File: src/rtl/hazard_controller.sv
// Hazard and sequencing controller for a 5-stage ARM pipeline (F/D/E/M/W).
// Tracks register usage of the instructions in E, M and W and produces
// forwarding selects, stall and flush controls, plus event counters.
module hazard_controller #(
    parameter int unsigned CNT_W = 16
) (
    input  logic             clk,
    input  logic             reset_n,
    input  logic [3:0]       RA1D,
    input  logic [3:0]       RA2D,
    input  logic [3:0]       WA3D,
    input  logic             RA1D_valid,
    input  logic             RA2D_valid,
    input  logic             WA3D_valid,
    input  logic             RegWD,
    input  logic             MemtoRegD,
    input  logic             CondExE,
    input  logic             MispredictE,
    output logic [1:0]       ForwardAE,
    output logic [1:0]       ForwardBE,
    output logic             StallF,
    output logic             StallD,
    output logic             FlushD,
    output logic             FlushE,
    output logic [CNT_W-1:0] stall_cnt,
    output logic [CNT_W-1:0] flush_cnt
);

    localparam logic [3:0] PC_REG = 4'd15;

    // E-stage shadow
    logic [3:0] ra1e_q, ra1e_d;
    logic [3:0] ra2e_q, ra2e_d;
    logic [3:0] wa3e_q, wa3e_d;
    logic       ra1e_v_q, ra1e_v_d;
    logic       ra2e_v_q, ra2e_v_d;
    logic       wa3e_v_q, wa3e_v_d;
    logic       regwe_q, regwe_d;
    logic       memtorege_q, memtorege_d;

    // M-stage shadow (RegWM already folds in destination validity and condition)
    logic [3:0] wa3m_q, wa3m_d;
    logic       regwm_q, regwm_d;

    // W-stage shadow
    logic [3:0] wa3w_q, wa3w_d;
    logic       regww_q, regww_d;

    // Counters
    logic [CNT_W-1:0] stall_cnt_q, stall_cnt_d;
    logic [CNT_W-1:0] flush_cnt_q, flush_cnt_d;

    logic ldr_stall;
    logic pc_wr_pending;

    // Hazard detection: load-use against E, and pending R15 writes in D/E/M
    always_comb begin
        ldr_stall     = 1'b0;
        pc_wr_pending = 1'b0;
        ldr_stall = memtorege_q & regwe_q & wa3e_v_q &
                    ((RA1D_valid & (RA1D == wa3e_q)) |
                     (RA2D_valid & (RA2D == wa3e_q)));
        pc_wr_pending = (RegWD & WA3D_valid & (WA3D == PC_REG)) |
                        (regwe_q & wa3e_v_q & (wa3e_q == PC_REG)) |
                        (regwm_q & (wa3m_q == PC_REG));
    end

    // Stall/flush outputs; a mispredict overrides any stall so fetch redirects
    always_comb begin
        StallF = 1'b0;
        StallD = 1'b0;
        FlushD = 1'b0;
        FlushE = 1'b0;
        if (MispredictE) begin
            FlushD = 1'b1;
            FlushE = 1'b1;
        end else begin
            StallD = ldr_stall;
            StallF = ldr_stall | pc_wr_pending;
            FlushE = ldr_stall;
            FlushD = pc_wr_pending & ~ldr_stall;
        end
    end

    // Forwarding selects: M result beats W result, R15 never forwarded
    always_comb begin
        ForwardAE = 2'b00;
        ForwardBE = 2'b00;
        if (ra1e_v_q && regwm_q && (wa3m_q == ra1e_q) && (ra1e_q != PC_REG))
            ForwardAE = 2'b10;
        else if (ra1e_v_q && regww_q && (wa3w_q == ra1e_q) && (ra1e_q != PC_REG))
            ForwardAE = 2'b01;
        if (ra2e_v_q && regwm_q && (wa3m_q == ra2e_q) && (ra2e_q != PC_REG))
            ForwardBE = 2'b10;
        else if (ra2e_v_q && regww_q && (wa3w_q == ra2e_q) && (ra2e_q != PC_REG))
            ForwardBE = 2'b01;
    end

    // Next-state for shadow stages and saturating counters
    always_comb begin
        ra1e_d      = RA1D;
        ra2e_d      = RA2D;
        wa3e_d      = WA3D;
        ra1e_v_d    = RA1D_valid;
        ra2e_v_d    = RA2D_valid;
        wa3e_v_d    = WA3D_valid;
        regwe_d     = RegWD;
        memtorege_d = MemtoRegD;
        if (FlushE) begin
            ra1e_v_d    = 1'b0;
            ra2e_v_d    = 1'b0;
            wa3e_v_d    = 1'b0;
            regwe_d     = 1'b0;
            memtorege_d = 1'b0;
        end
        wa3m_d  = wa3e_q;
        regwm_d = regwe_q & wa3e_v_q & CondExE;
        wa3w_d  = wa3m_q;
        regww_d = regwm_q;

        stall_cnt_d = stall_cnt_q;
        if (StallD && (stall_cnt_q != '1))
            stall_cnt_d = stall_cnt_q + CNT_W'(1);
        flush_cnt_d = flush_cnt_q;
        if (MispredictE && (flush_cnt_q != '1))
            flush_cnt_d = flush_cnt_q + CNT_W'(1);
    end

    // Pipeline shadow registers and counters; E/M/W always advance
    always_ff @(posedge clk or negedge reset_n) begin
        if (!reset_n) begin
            ra1e_q      <= '0;
            ra2e_q      <= '0;
            wa3e_q      <= '0;
            ra1e_v_q    <= 1'b0;
            ra2e_v_q    <= 1'b0;
            wa3e_v_q    <= 1'b0;
            regwe_q     <= 1'b0;
            memtorege_q <= 1'b0;
            wa3m_q      <= '0;
            regwm_q     <= 1'b0;
            wa3w_q      <= '0;
            regww_q     <= 1'b0;
            stall_cnt_q <= '0;
            flush_cnt_q <= '0;
        end else begin
            ra1e_q      <= ra1e_d;
            ra2e_q      <= ra2e_d;
            wa3e_q      <= wa3e_d;
            ra1e_v_q    <= ra1e_v_d;
            ra2e_v_q    <= ra2e_v_d;
            wa3e_v_q    <= wa3e_v_d;
            regwe_q     <= regwe_d;
            memtorege_q <= memtorege_d;
            wa3m_q      <= wa3m_d;
            regwm_q     <= regwm_d;
            wa3w_q      <= wa3w_d;
            regww_q     <= regww_d;
            stall_cnt_q <= stall_cnt_d;
            flush_cnt_q <= flush_cnt_d;
        end
    end

    assign stall_cnt = stall_cnt_q;
    assign flush_cnt = flush_cnt_q;

endmodule

File: config.mk
export PLATFORM = sky130hd
export DESIGN_NAME = hazard_controller
export DESIGN_NICKNAME = d
export VERILOG_FILES = /design/src/rtl/hazard_controller.sv
export SDC_FILE = /design/constraint.sdc
export NUM_CORES = 1
export LEC_CHECK = 0
export CAP_MARGIN = 20
export CORE_UTILIZATION = 50
export DETAILED_ROUTE_END_ITERATION = 7
export GPL_TIMING_DRIVEN = 1
export PLACE_DENSITY = 0.8
export SYNTH_ARGS = -nofsm -noshare
export SYNTH_HDL_FRONTEND = slang
export SYNTH_SLANG_ARGS = --single-unit
File: constraint.sdc
create_clock -name clk -period 2.55 [get_ports clk]
set_clock_uncertainty 0.1 [all_clocks]
set_input_delay 0.255 -clock clk [delete_from_list [all_inputs] [get_ports clk]]
set_output_delay 0.255 -clock clk [all_outputs]
set_load 0.05 [all_outputs]
== After elaboration in Yosys (flattened, before gate mapping) ==
Index checks and enable logic that the tools add are counted.

* $add $sub $neg: 2
* Equality and inequality tests: 13
* Multiplexer cells: 13
* Bitwise gates (word level): 17
* Reduce and logical (&&, ||, !) cells: 14

{| class="wikitable"
|+ Operators by type and width
! kind !! count
|-
| 16-bit by 1-bit adder with 16-bit output (second input constant) || 2
|-
| 16-bit inequality test (second input constant) || 2
|-
| 4-bit equality test || 6
|-
| 1-bit logical AND || 14
|-
| 1-bit bitwise AND || 12
|-
| 4-bit equality test (second input constant) || 3
|-
| 1-bit two-way mux || 11
|-
| 4-bit inequality test (second input constant) || 2
|-
| 2-bit two-way mux || 2
|-
| 1-bit bitwise OR || 4
|-
| 1-bit inverter || 1
|}

* Register bits after elaboration: 59
* Input bits: 21
* Logic and storage cells: 73

== Depth between registers and ports, before layout ==
* Word-level depth: 7
* Depth in mapped cells: 8
* Depth with buffers taken out: 6

== Worst setup path before layout ==
No wires, ideal clock.

* Path type: flip-flop to output port
* Start: reg wa3m_q[2]
* End: out ForwardBE[0]
* Arrival time: 2.918 ns
* Data required time: 2.195 ns
* Setup slack: -0.723 ns
* Stages on the path, launching flop included: 4
* Cell sequence: dfrtp_1 > xor2_1 > nor4_1 > nor3_1

* Longest elaborated chain between the ends: 4

{| class="wikitable"
|+ RTL lines
! element !! line !! text
|-
| start: declaration || 42 || <nowiki>logic [3:0] wa3m_q, wa3m_d;</nowiki>
|-
| start signal: assignment || 155 || <nowiki>wa3m_q <= wa3m_d;</nowiki>
|-
| 4-bit equality test || 93 || <nowiki>if (ra2e_v_q && regwm_q && (wa3m_q == ra2e_q) && (ra2e_q != PC_REG))</nowiki>
|-
| 1-bit logical AND (2 in series) || 93 ||
|-
| 2-bit two-way mux || 93 ||
|-
| end: declaration || 20 || <nowiki>output logic [1:0] ForwardBE,</nowiki>
|}

No other way between the ends.

== Worst setup path in the final report ==
* Start: reg wa3m_q[1]
* End: out ForwardAE[1]

* Longest elaborated chain between the ends: 4

{| class="wikitable"
|+ RTL lines
! element !! line !! text
|-
| 4-bit equality test || 89 || <nowiki>if (ra1e_v_q && regwm_q && (wa3m_q == ra1e_q) && (ra1e_q != PC_REG))</nowiki>
|-
| 1-bit logical AND (2 in series) || 89 ||
|-
| 2-bit two-way mux || 89 ||
|-
| end: declaration || 19 || <nowiki>output logic [1:0] ForwardAE,</nowiki>
|}

No other way between the ends.

==> impl_metrics.json <==
{
  "syn_inst": 223,
  "finalHoldViolCount": 0,
  "ctsLongestPathBuffers": 2,
  "vias": 1948,
  "syn_nets": 246,
  "grt_max_degree": 34,
  "maxCapViolations": 0,
  "p_per_area_nw_per_um2": 661,
  "internal-power_uw": 1640,
  "ys_seq_elements": 59,
  "path_max_fanout": 4,
  "ys_seq_area_share_pct": 55.8,
  "critPathKind": "register to primary output",
  "slew_headroom_pct": 58.3,
  "start_util_pct": 51.8,
  "cp.required_ns": 2.19,
  "core_area_um2": 5110,
  "drc": 0,
  "antenna_found_initial": 0,
  "overflow": 0,
  "io_pins": 61,
  "areaGrowthSynthToFinish_pct": 35.6,
  "synth_edf_count": 0,
  "holdPathStages": 1,
  "end_kind": "primary output",
  "wl_per_cell_um": 15.5,
  "yosysUniqueCellTypes": 32,
  "post-route-min-period_ns": 2.44,
  "fin_nets": 318,
  "io_buffers": 60,
  "num_rows": 26,
  "async_reset_ff_share_pct": 100,
  "outcome": "finished, final reports clean",
  "p_total_uw": 2370,
  "yosysWarnings": 0,
  "leakage_uw": 0.00157,
  "cts-htree-levels": 3,
  "cts_tree": "built",
  "final_common_cell": "dfrtp_1",
  "ant_nets": 0,
  "p_switching_uw": 735,
  "slew_violations": 0,
  "multiInputGateArea_um2": 1130,
  "register_area_um2": 1480,
  "clk_pin_slew_ns": 0.06,
  "power_frac_seq_pct": 46.7,
  "hpwlAfterDp_mm": 4.24,
  "clockPowerShare_pct": 31.5,
  "clk_latency_ns": 0.32,
  "antenna_cells": 0,
  "clock_sinks": 59,
  "r2r_cells": 6,
  "tns_ns": 0,
  "first_global_vias": 1970,
  "worst_pin_slew_ns": 0.626,
  "first_pass_iters": 5,
  "synth_area_per_cell_um2": 11.9,
  "wirelength_mm": 5.72,
  "place_congestion": 0.743,
  "finish.instance_area_um2": 3590,
  "ctsRootBufferMaster": "clkbuf_8",
  "finalSetupViolations": 0,
  "viasPerCell": 5.28,
  "crit_arrival_ns": 2.09,
  "fillers": 401,
  "drive_gt1_share_pct": 10.7,
  "rsz0062_at_grt": "false",
  "p_sw_share_pct": 31.0,
  "dpl_cell_area_um2": 3390,
  "final_cell_mix": "dfrtp_1, clkdlybuf4s50_1, xnor2_1, nand3_1, xor2_1",
  "fp.dieH_um": 74.7,
  "detail_route.iter0.violations": 93,
  "grt_pass1_wl_mm": 9.29,
  "syn_area_um2": 2640,
  "die-width_um": 74.7,
  "fin_crit_sh_pct": 95.9,
  "power_frac_comb_pct": 21.9,
  "cts_buffers": 9,
  "setup.worst_path.start_class": "register",
  "dieArea_um2": 5580,
  "grtUsageTotal_pct": 23.1,
  "synthFlopType": "dfrtp_1",
  "peakVddDrop_mv": 0.857,
  "hold_class": "primary input to register",
  "fmax_mhz": 409
}
==> stage by stage <==
| stage | utilization (%) | std cells | setup slack, ns | hold WS (ns) |
|---|---|---|---|---|
| 2_1_floorplan | - | 223 | 0.0558 | -0.141 |
| 6_report | 70.2 | 369 | 0.105 | 0.299 |
| 3_5_place_dp | 66.4 | 353 | 0.379 | 0.208 |
| 5_1_grt | 70.2 | 369 | 0.00249 | 0.302 |
| 3_3_place_gp | 66.4 | 353 | 0.395 | 0.205 |
| 4_1_cts | 70.1 | 369 | 0.0359 | 0.283 |
==> logic make-up (layout without fill, tap and decap cells) <==
family | count (synthesis) | in the layout | share of synthesized area [%]
AOI/OAI and AO/OA | 9 | 9 | 2.98
xor gates and xnor gates | 54 | 54 | 17.9
adders and majority gates | 2 | 2 | 0.946
buffers and inverters | 8 | 84 | 1.80
DFF | 59 | 59 | 55.8
muxes | 2 | 2 | 0.852
and+or+nand+nor | 89 | 89 | 19.7
==> metal layers <==
layer  GRT usage, %  vias up  share of wire, %
li1               -      923                 -
met2           37.4       52                51
met1           28.9      966                43
met3           6.02        7               4.5
met4           11.1        0               1.3
met5              0        -                 0
==> timing repair <==
| item | 4_1_cts | 5_1_grt |
|---|---|---|
| resized for setup | 0 | 3 |
| endpoints found under the hold margin | 26 | 0 |
| endpoints found under the setup margin | 0 | 3 |
| hold buffers | 1 | 0 |
| setup buffers | 0 | 0 |
==> sequential cells by signal, indices dropped and copies added (netlist names), 4 cells and up <==
| register | count |
|---|---|
| wa3w_q | 4 |
| ra2e_q | 4 |
| wa3m_q | 4 |
| flush_cnt | 16 |
| ra1e_q | 4 |
| wa3e_q | 4 |
| stall_cnt | 16 |
==> cell usage after synthesis (all sizes together), types with 4 or more instances <==
| cell | number | share of area, % |
|---|---|---|
| xnor2 | 39 | 13 |
| nand2 | 12 | 1.8 |
| and3 | 11 | 2.6 |
| nand3 | 20 | 3.8 |
| nor3 | 5 | 0.95 |
| xor2 | 15 | 5.0 |
| buf | 4 | 1.2 |
| inv | 4 | 0.57 |
| and4 | 6 | 2.0 |
| dfrtp | 59 | 56 |
| and2 | 5 | 1.2 |
| nor2 | 7 | 0.99 |
| nand4 | 17 | 4.7 |
==> layout make-up <==
cell class                 instances  area share (%)
inverter                           4           0.419
sequential                        59            41.2
tap                               70            2.44
multi-input combinational        156            31.6
clock buffer                      13            4.71
clock inverter                     2           0.279
timing repair buffer              65            19.4
==> power by group through the flow <==
| stage | clock (uW) | combinational, uW | sequential [uW] |
|---|---|---|---|
| global placement | 0 | 505 | 1120 |
| detailed placement | 0 | 517 | 1120 |
| floorplan | 0 | 137 | 1290 |
| finish | 745 | 518 | 1110 |
| global route | 806 | 549 | 1120 |
| CTS | 766 | 521 | 1100 |
==> final timing paths <==
path                               from            end  slack (ns)
max in group asynchronous       reset_n  flush_cnt[11]        1.38
min                             WA3D[0]      wa3e_q[0]        0.30
max                           wa3m_q[1]   ForwardAE[1]        0.11
max reg2reg                stall_cnt[0]   stall_cnt[1]        0.38
min in group asynchronous       reset_n  stall_cnt[11]        0.38
min reg2reg                     regwm_q        regww_q        0.36
==> critical path: stages, from the launching register on <==
cell and delay (ns):
dfrtp_1 0.43, xor2_1 0.18, nor4_2 0.31, clkdlybuf4s50_1 0.85
(Power assumes the default switching activity.)
==> RTL change 1 (config.mk and constraints unchanged) <==
Register the output `flush_cnt` once more, with the module's reset; this adds one clock of latency there. The other outputs are not delayed to match.
--- a/src/rtl/hazard_controller.sv
+++ b/src/rtl/hazard_controller.sv
@@ -162,7 +162,13 @@
     end
 
     assign stall_cnt = stall_cnt_q;
-    assign flush_cnt = flush_cnt_q;
+    always_ff @(posedge clk or negedge reset_n) begin
+        if (!reset_n) begin
+            flush_cnt <= '0;
+        end else begin
+            flush_cnt <= flush_cnt_q;
+        end
+    end
 
 endmodule
 
Function: changed (Yosys sat finds a counterexample within 4 cycles, from zero or initial values and one cycle with reset_n low).
==> RTL change 1 against the original RTL <==
  * Sequential cell count rose by 16
  * Routed wire length rose by 3.8%
  * Combinational power fell by 1%
  * Worst hold slack barely moved
  * Setup slack improved by 0.18 ns
  * First-iteration DRC count rose by 9.7%
  * Sequential share of layout area rose by 5.9 points
  * Design area rose by 11%
  * Total power rose by 19%
  * Critical path depth rose by 3
  * Non-clock buffer count rose by 2
  * Synthesized area rose by 14%
  * Fmax rose by 7.8%
  * Largest cell class unchanged
  * Largest power group unchanged
==> RTL change 1: results (changes against the original RTL) <==
Run status
  • Outcome: finished clean (unchanged)

Global route
  • Tot GR Track Use: 21.3% (was 23.1%)
  • First-pass GRT wire length: 10000 um (was 9290 um)
  • GR Util met3: 7.54% (was 6.02%)
  • Vias in the first global route: 2055 (was 1970)
  • Largest net degree at the start of global routing: 27 (was 34)
  • M2 GR Usage: 34.2% (was 37.4%)

Power and ir drop
  • Combinational power share: 18.1% (was 21.9%)
  • Leak: 1.75 nW (was 1.57 nW)
  • Power Sequential: 1.42 mW (was 1.11 mW)
  • Max IR drop VDD: 0.622 mV (was 0.857 mV)
  • Switching part of the total: 30.3% (was 31.0%)

Yosys
  • Post-Syn Nets: 263 (was 246)
  • Register area share after synthesis: 62.1% (was 55.8%)
  • Commonest cells in the netlist: dfrtp_1, xnor2_1, nand3_1, xor2_1, nand4_1 (was dfrtp_1, xnor2_1, nand3_1)
  • Synth area leaders: dfrtp_1, xnor2_1, xor2_1 (unchanged)
  • Mean Syn Cell Area: 12.6 um2 (was 11.9 um2)

Detailed routing
  • Vias per inst: 5.23 (was 5.28)
  • Drt total wl: 5940 um (was 5720 um)
  • 1st-iter DRT viols: 102 (was 93)

Cells and area
  • Final nets: 339 (was 318)
  • Finished Layout Cells: 393 (was 369)
  • FILL cells: 420 (was 401)

Clock network
  • Clk_lat worst skew: 0.35 ns (was 0.32 ns)
  • Worst-path clk slew: 0.08 ns (was 0.06 ns)

STA
  • Slew HR: 64.5% (was 58.3%)

Critical path
  • CP Data Arrival Time: 1.91 ns (was 2.09 ns)
  • Critical Path Start: wa3e_q[1]$_DFF_PN0_ (was wa3m_q[1]$_DFF_PN0_)
  • Slowest stage delay, CP: 0.43 ns (was 0.85 ns)
  • Setup crit end: StallF (was ForwardAE[1])
  • Reg2reg start: flush_cnt_q[0]$_DFFE_PN0P_ (was stall_cnt[0]$_DFFE_PN0P_)

Placement
  • Post-DP HPWL: 4400 um (was 4240 um)
  • Post-DP Area: 3780 um2 (was 3390 um2)
  • Dpl cells: 376 (was 353)
RTL change 1: cell types whose count changed after synthesis, sizes merged, moves of 2 or more:
| cell | change |
|---|---|
| and3 | -6 |
| and4 | -2 |
| buf | -3 |
| dfrtp | +16 |
| nand2 | +4 |
| nor2 | +3 |
| nor3 | +4 |
| nor4 | +2 |
| or3 | +2 |
| xnor2 | -6 |
| xor2 | +4 |
RTL change 1: metrics by stage:
stage	hold slack, ns	power [mW]	utilization (%)	worst slack (ns)
after global placement	0.152	1.95	66.6	0.334
final	0.299	2.83	70.2	0.282
after CTS	0.292	2.85	70.1	0.0421
after floorplan	-0.141	1.74	-	0.0558
after detailed placement	0.165	1.96	66.6	0.311
after global routing	0.274	2.95	70.2	0.150
RTL change 1: what timing repair did:
action,CTS,global route
endpoints found under the hold margin,23,0
gates cloned,0,0
hold buffers,1,0
endpoints found under the setup margin,2,2
gates resized for setup,2,2
RTL change 1: worst max-delay path: cells and delay by family (launching register included):
family	cells	cell delay, ns
AND/OR/NAND/NOR	2	0.33
buffers and inverters	1	0.18
flip-flops	1	0.43
XOR/XNOR	1	0.16
AO/OA/AOI/OAI	2	0.46
RTL change 1: final cells by class:
type | instances | share of cell area (%)
Timing Repair Buffer | 67 | 17.1
Clock buffer | 11 | 3.30
Tap cell | 72 | 2.26
Multi-Input combinational cell | 160 | 28.4
Sequential cell | 75 | 47.1
Inverter | 3 | 0.283
Clock inverter | 5 | 1.57
RTL change 1: logic make-up after synthesis:
kind of cell             after synthesis  synth area share [%]
adder cells (fa/ha/maj)                2                 0.827
AO/OA/AOI/OAI                          8                  2.03
XOR/XNOR                              52                  15.1
buffers and inverters                  5                 0.910
AND/OR/NAND/NOR                       95                  17.9
multiplexers                           3                  1.24
flip-flops                            75                  62.1
==> RTL change 2 (same flow settings) <==
Without the edit above. Set the parameter `CNT_W` to 32 (it was 16).
--- a/src/rtl/hazard_controller.sv
+++ b/src/rtl/hazard_controller.sv
@@ -2,7 +2,7 @@
 // Tracks register usage of the instructions in E, M and W and produces
 // forwarding selects, stall and flush controls, plus event counters.
 module hazard_controller #(
-    parameter int unsigned CNT_W = 16
+    parameter int unsigned CNT_W = 32
 ) (
     input  logic             clk,
     input  logic             reset_n,
Ports: changed (resized flush_cnt and stall_cnt); port bits go from 61 to 93. The function was not compared with the original's and may differ.
==> RTL change 2 against the original RTL <==
  * Design area up 54%
  * Sequential cell count up 32
  * Setup slack better by 0.080 ns
  * Synthesized area up 56%
  * Sequential power up 47%
  * Total power up 39%
  * Routed wire length up 61%
  * Via count up 63%
  * Synthesized cell count up 67%
  * Critical path type unchanged
  * Highest routed layer unchanged
==> RTL change 2: results (changes against the original RTL) <==
Run status
  • Outcome: finished clean (unchanged)

Global route
  • Tot GR Track Use: 22.7% (was 23.1%)
  • Largest net degree at the start of global routing: 51 (was 34)
  • M2 GR Usage: 36.4% (was 37.4%)

Cells and area
  • Final nets: 505 (was 318)
  • Buffering overhead: 18.9% (was 19.4%)
  • Area occupied by multi-input gates: 1790 um2 (was 1130 um2)
  • Layout cells sized above 1: 9.03% (was 10.7%)
  • Fraction of area in multi-input gates: 32.5% (was 31.6%)
  • Final sequential cell count: 91 (was 59)
  • Fin util: 70.2% (about the same)
  • FILL cells: 598 (was 401)
  • Finished Layout Cells: 589 (was 369)
  • Clock buf count: 12 (was 13)

Power and ir drop
  • Power Total: 3.30 mW (was 2.37 mW)
  • Max IR drop VDD: 0.358 mV (was 0.857 mV)
  • Power Sequential: 1.63 mW (was 1.11 mW)
  • Combinational power: 0.575 mW (was 0.518 mW)
  • Psw: 0.955 mW (was 0.735 mW)
  • Leak: 2.41 nW (was 1.57 nW)

Yosys
  • Post-Syn Nets: 396 (was 246)
  • Mux contribution to synthesized area: 0% (was 0.852%)
  • Count of cell types in the netlist: 38 (was 32)
  • Post-synthesis xor/xnor area fraction: 17.6% (was 17.9%)
  • Post-synthesis compound-gate area fraction: 2.42% (was 2.98%)
  • Area share of fa/ha/maj cells after synthesis: 0.606% (was 0.947%)
  • Commonest cells in the netlist: dfrtp_1, xnor2_1, nand3_1 (unchanged)

Detailed routing
  • Drt total wl: 9190 um (was 5720 um)
  • Vias per inst: 5.41 (was 5.28)
  • 1st-iter DRT viols: 98 (was 93)
  • WL met2: 4530 um (was 2940 um)
  • DR WL met3: 497 um (was 260 um)
  • Number of iterations in the first detailed-routing pass: 4 (was 5)

Critical path
  • Slowest stage delay, CP: 0.46 ns (was 0.85 ns)
  • Top cell family by delay on the critical path: compound AO/OA/AOI/OAI gates (was buffers and inverters)
  • CP Data Arrival Time: 2.01 ns (was 2.09 ns)

Clock network
  • Worst-path clk slew: 0.09 ns (was 0.06 ns)
  • Clk_lat worst skew: 0.36 ns (was 0.32 ns)
  • Cells resized by post-CTS repair: 2 (was 0)

Placement
  • Post-DP HPWL: 6830 um (was 4240 um)
  • Gpl congestion: 0.877 (was 0.743)
  • Dpl cells: 570 (was 353)
  • I/O Buffers: 92 (was 60)
  • Post-DP Area: 5250 um2 (was 3390 um2)
==> RTL change 2: path summary, 6_finish.rpt <==
kind	slack (ns)	startpoint	cells after the start	to
setup / recovery	0.19	wa3e_q[2]$_DFF_PN0_	6	StallF
hold / removal	0.26	WA3D[3]	1	wa3e_q[3]$_DFF_PN0_
setup reg to reg	0.28	stall_cnt[5]$_DFFE_PN0P_	6	stall_cnt[23]$_DFFE_PN0P_
hold reg to reg	0.36	wa3m_q[1]$_DFF_PN0_	0	wa3w_q[1]$_DFF_PN0_
max in group asynchronous	1.34	reset_n	3	flush_cnt[22]$_DFFE_PN0P_
min in group asynchronous	0.36	reset_n	2	stall_cnt[7]$_DFFE_PN0P_
==> RTL change 2: kinds of logic after synthesis <==
kind of cell | count (synthesis)
and+or+nand+nor | 167
DFF | 91
xor gates and xnor gates | 83
buffers and inverters | 16
AOI/OAI and AO/OA | 14
adders and majority gates | 2
